==> config.mk <==
export PLATFORM = sky130hd
export DESIGN_NAME = sram_like_arbiter
export DESIGN_NICKNAME = d
export VERILOG_FILES = /design/src/rtl/sram_like_arbiter.sv
export SDC_FILE = /design/constraint.sdc
export NUM_CORES = 1
export LEC_CHECK = 0
export BUFFER_PORTS_ARGS = -buffer_cell sky130_fd_sc_hd__buf_2
export CORE_AREA = 2 2 121 123
export DETAILED_ROUTE_END_ITERATION = 12
export DIE_AREA = 0 0 123 125
export GPL_ROUTABILITY_DRIVEN = 0
export MAX_ROUTING_LAYER = met4
export PLACE_DENSITY_LB_ADDON = 0.25
export SLEW_MARGIN = 20
export SYNTH_ARGS = -nofsm -noshare
export SYNTH_HDL_FRONTEND = slang
export SYNTH_SLANG_ARGS = --single-unit
==> constraint.sdc <==
create_clock -name aclk -period 6.7 [get_ports aclk]
set_input_delay 1.005 -clock aclk [delete_from_list [all_inputs] [get_ports aclk]]
set_output_delay 1.005 -clock aclk [all_outputs]
set_load 0.01 [all_outputs]
==> src/rtl/sram_like_arbiter.sv <==
// Shares one SRAM-like memory port between the instruction and data masters.
// Zero-latency forwarding; an in-order ID FIFO routes each data_ok back to its issuer.
module sram_like_arbiter #(
  parameter int DEPTH    = 4,
  parameter int ARB_MODE = 0
) (
  input  logic        aclk,
  input  logic        aresetn,
  input  logic        inst_req,
  input  logic        inst_wr,
  input  logic [1:0]  inst_size,
  input  logic [31:0] inst_addr,
  input  logic [31:0] inst_wdata,
  output logic        inst_addr_ok,
  output logic        inst_data_ok,
  output logic [31:0] inst_rdata,
  input  logic        data_req,
  input  logic        data_wr,
  input  logic [1:0]  data_size,
  input  logic [31:0] data_addr,
  input  logic [31:0] data_wdata,
  output logic        data_addr_ok,
  output logic        data_data_ok,
  output logic [31:0] data_rdata,
  output logic        mem_req,
  output logic        mem_wr,
  output logic [1:0]  mem_size,
  output logic [31:0] mem_addr,
  output logic [31:0] mem_wdata,
  input  logic        mem_addr_ok,
  input  logic        mem_data_ok,
  input  logic [31:0] mem_rdata,
  output logic        orphan_err
);

  localparam int AW = $clog2(DEPTH);
  localparam logic [AW:0] FULL_C = (AW+1)'(DEPTH);
  localparam logic [AW:0] ZERO_C = {(AW+1){1'b0}};
  localparam logic [AW:0] ONE_C  = {{AW{1'b0}}, 1'b1};

  logic [DEPTH-1:0] id_fifo_r;
  logic [AW-1:0]    wr_ptr_r;
  logic [AW-1:0]    rd_ptr_r;
  logic [AW:0]      count_r;
  logic             lock_r;
  logic             sel_locked_r;
  logic             rr_last_r;
  logic             orphan_err_r;

  logic sel_s;
  logic sel_req_s;
  logic not_full_s;
  logic accept_s;
  logic pop_s;
  logic head_id_s;

  // Master selection: 1 selects the data master.
  always_comb begin
    sel_s = 1'b0;
    if (lock_r) begin
      sel_s = sel_locked_r;
    end else if (inst_req && data_req) begin
      if (ARB_MODE == 1) begin
        sel_s = 1'b1;
      end else begin
        sel_s = ~rr_last_r;
      end
    end else if (data_req) begin
      sel_s = 1'b1;
    end else begin
      sel_s = 1'b0;
    end
  end

  // Forward the selected master and derive handshake strobes.
  always_comb begin
    sel_req_s  = sel_s ? data_req : inst_req;
    not_full_s = (count_r != FULL_C);
    mem_req    = aresetn & sel_req_s & not_full_s;
    mem_wr     = sel_s ? data_wr    : inst_wr;
    mem_size   = sel_s ? data_size  : inst_size;
    mem_addr   = sel_s ? data_addr  : inst_addr;
    mem_wdata  = sel_s ? data_wdata : inst_wdata;
    accept_s   = mem_req & mem_addr_ok;
    pop_s      = aresetn & mem_data_ok & (count_r != ZERO_C);
    head_id_s  = id_fifo_r[rd_ptr_r];
    inst_addr_ok = accept_s & ~sel_s;
    data_addr_ok = accept_s & sel_s;
    inst_data_ok = pop_s & ~head_id_s;
    data_data_ok = pop_s & head_id_s;
    inst_rdata   = mem_rdata;
    data_rdata   = mem_rdata;
    orphan_err   = orphan_err_r;
  end

  // Grant lock, round-robin history and orphan flag.
  always_ff @(posedge aclk or negedge aresetn) begin
    if (!aresetn) begin
      lock_r       <= 1'b0;
      sel_locked_r <= 1'b0;
      rr_last_r    <= 1'b0;
      orphan_err_r <= 1'b0;
    end else begin
      if (mem_req && !mem_addr_ok) begin
        lock_r       <= 1'b1;
        sel_locked_r <= sel_s;
      end else if (accept_s) begin
        lock_r       <= 1'b0;
      end
      if (accept_s) begin
        rr_last_r <= sel_s;
      end
      // A completion with nothing outstanding means the slave lost sync with us.
      if (mem_data_ok && (count_r == ZERO_C)) begin
        orphan_err_r <= 1'b1;
      end
    end
  end

  // In-order outstanding-transaction ID FIFO.
  always_ff @(posedge aclk or negedge aresetn) begin
    if (!aresetn) begin
      id_fifo_r <= {DEPTH{1'b0}};
      wr_ptr_r  <= {AW{1'b0}};
      rd_ptr_r  <= {AW{1'b0}};
      count_r   <= ZERO_C;
    end else begin
      if (accept_s) begin
        id_fifo_r[wr_ptr_r] <= sel_s;
        wr_ptr_r            <= wr_ptr_r + {{(AW-1){1'b0}}, 1'b1};
      end
      if (pop_s) begin
        rd_ptr_r <= rd_ptr_r + {{(AW-1){1'b0}}, 1'b1};
      end
      case ({accept_s, pop_s})
        2'b10:   count_r <= count_r + ONE_C;
        2'b01:   count_r <= count_r - ONE_C;
        default: count_r <= count_r;
      endcase
    end
  end

endmodule

==> results.yml <==
floorplanning:
  coreArea_um2: 14200
  fp.dieArea_um2: 15400
  std_cell_rows: 44
  num_io_pins: 309
  die_w_um: 123
  die_y_um: 125
  start_util_pct: 15.5
clock_network:
  cts.clk_slew.worst_paths_ns: 0.05
  cts_buffers: 3
  worstSkewPairLatency_ns: 0.24
  cts_sinks: 15
  cts-hold-fix-buffers: 0
  cts_tree: "built"
  cts-root-buf: "clkbuf_16"
  cts_htree_levels: 1
  cts_setup_buffers: 0
  cts_buffer_depth: 2
  postCtsResizedCells: 0
critical_path:
  crit_family: "simple AND/OR/NAND/NOR gates"
  cp-start-kind: "input port"
  crit_type: "input port to primary output"
  critPathCaptureType: "primary output"
  r2r_end: "count_r[2]"
  cp_cell_sequence: "buf_2, nor2b_2, nand2_1, and2_4, mux2_2, buf_2"
  slowest_delay_ns: 0.75
  r2r_cells: 10
  required_ns: 5.69
  critical_path.most_common_cell: "buf_2"
  crit_slowest_cell: "and2_4"
  rrSetupSlack_ns: 4.21
  cp_num_buf_inv: 2
  arrival_ns: 2.82
  worstReg2RegStart: "count_r[0]"
  crit_fanout: 68
global_routing:
  antenna_found_initial: 0
  grt_pass1_vias: 2005
  grt_overflow_total: 0
  grt_util_all_layers_pct: 9.79
  grt_use_met2_pct: 16.9
  grt-busiest-layer: "met2"
  grt_util_met3_pct: 1.73
  grt_start_max_net_pins: 69
  grt_pass1_wl_mm: 11.3
  met1_usage_pct: 12.1
timing:
  fin_setup_tns_ns: 0
  fin_crit_sh_pct: 57.1
  rsz0062_at_grt: "false"
  final-hold-violation-count: 0
  timing.hold.ws_ns: 0.468
  skew_ns: 0.00412
  timing.fmax_mhz: 262
  tightest_slew_ns: 0.977
  fin_ws_ns: 2.88
  finalCriticalPeriod_ns: 3.82
  slew_violations: 0
  relSlewSlack_pct: 34.9
  setup_viol: 0
cells_and_area:
  nNetsFinal: 536
  syn2layout_area_growth_pct: 38.1
  fin_util_pct: 21.3
  multiInputGateArea_um2: 1250
  drive_gt1_share_pct: 83.2
  ff_latch_area_um2: 375
  mostFrequentLayoutCell: "buf_2"
  layout_common_cells: "buf_2, mux2_2, mux2_4"
  fillers: 1600
drt:
  avgRoutedWirePerCell_um: 15.2
  post-route-drc-count: 0
  drt_pass1_iterations: 4
  avgViaCountPerCell: 3.74
  via_count: 2025
  wirelength_mm: 8.26
  antenna_left: 0
  detail_route.iter0.violations: 32
power:
  power_frac_seq_pct: 16.2
  p_leak_nw: 1.63
  p_switching_mw: 0.432
  comb_power_share_pct: 72.6
  p_clk_share_pct: 11.2
  swShare_pct: 41.4
  power_density_nw_per_um2: 344
  intPower_mw: 0.611
  vdd_drop_max_mv: 0.204
run_status:
  outcome: "complete, no violations"
logic_synthesis:
  synth_ff_type: "dfrtp_1"
  netlist_area_um2: 2190
  yosys_warnings: 0
  yosys.area.top_type: "mux2_2"
  synth_cell_types: 27
  synth_area_leaders: "mux2_2, buf_4, dfrtp_1, mux2_4, ha_1"
  synth_top_area_share_pct: 28.2
  synthCells: 213
  avgSynthCellArea_um2: 10.3
  synth-edff-count: 0
  synth_seq_cells: 15
  synthArstFlopShare_pct: 100
  synth_nets: 391
  ys_seq_area_share_pct: 17.1
min_path:
  hold_start: "orphan_err"
  holdPathEnd: "orphan_err"
  min_path_type: "flip-flop to flip-flop"
  min_path_cells: 1
run:
  cap_violations: 0
placement:
  port_buffers: 212
  dp_hpwl_mm: 7.30
  dp_slack_ns: 2.85
==> how the worst max path moves through the flow <==
stage,startpoint,to,depth (start not counted)
after global routing,data_req,mem_addr[0],6
final,data_req,mem_addr[0],6
after global placement,data_req,mem_addr[1],6
after CTS,data_req,mem_addr[1],6
after detailed placement,data_req,mem_addr[1],6
after floorplan,data_req,mem_wdata[10],7
==> registers in the layout (all words and copies together) (netlist names) <==
signal	cells
wr_ptr_r	2
id_fifo_r	4
rr_last_r	1
orphan_err	1
rd_ptr_r	2
count_r	3
sel_locked_r	1
lock_r	1
==> final cells by class <==
class / count / share of cell area [%]
inverters: 8 / 0.991
flip-flops and latches: 15 / 12.4
well taps: 184 / 7.59
clock buffers: 4 / 2.60
diodes: 1 / 0.0825
repair buffers: 212 / 35.0
multi-input cells: 118 / 41.4
==> power groups by stage <==
| stage | sequential [mW] | clock [mW] | combinational (mW) |
|---|---|---|---|
| CTS | 0.170 | 0.120 | 0.776 |
| detailed placement | 0.170 | 0 | 0.772 |
| global placement | 0.169 | 0 | 0.762 |
| global route | 0.175 | 0.124 | 0.821 |
| floorplan | 0.163 | 0 | 0.569 |
| finish | 0.170 | 0.117 | 0.757 |
==> stage by stage <==
stage / area [µm²] / cells / power [mW]
floorplan: 2190 / 213 / 0.732
global placement: 2950 / 537 / 0.931
CTS: 3030 / 541 / 1.07
finish: 3030 / 542 / 1.04
global route: 3030 / 541 / 1.12
detailed placement: 2950 / 537 / 0.941
==> metal layers <==
layer / share of wire [%] / up-vias
li1: - / 947
met1: 38 / 932
met2: 50 / 140
met3: 11 / 6
met4: 0.58 / 0
met5: 0 / -
==> kinds of logic (layout without fill, tap and decap cells) <==
kind of cell               after synthesis  after routing  share of synthesized area (%)
muxes                                   76             76                           42.7
buffers and inverters                   80            224                           25.9
adders and majority gates                6              6                           3.76
DFF                                     15             15                           17.1
AOI/OAI and AO/OA                        4              4                           1.94
other                                    0              1                              0
xor gates and xnor gates                 6              6                           2.39
and+or+nand+nor                         26             26                           6.21
==> synth_stat cells, types with 2 or more instances <==
cell / n
mux2_2: 55
buf_2: 4
nand2_1: 9
nor2_1: 3
xor2_1: 2
nor3_1: 5
buf_6: 3
mux2_4: 19
dfrtp_1: 15
inv_1: 8
buf_4: 64
xnor2_1: 4
ha_1: 5
and2_1: 4
No activity file was read; power rests on OpenSTA's default activity.
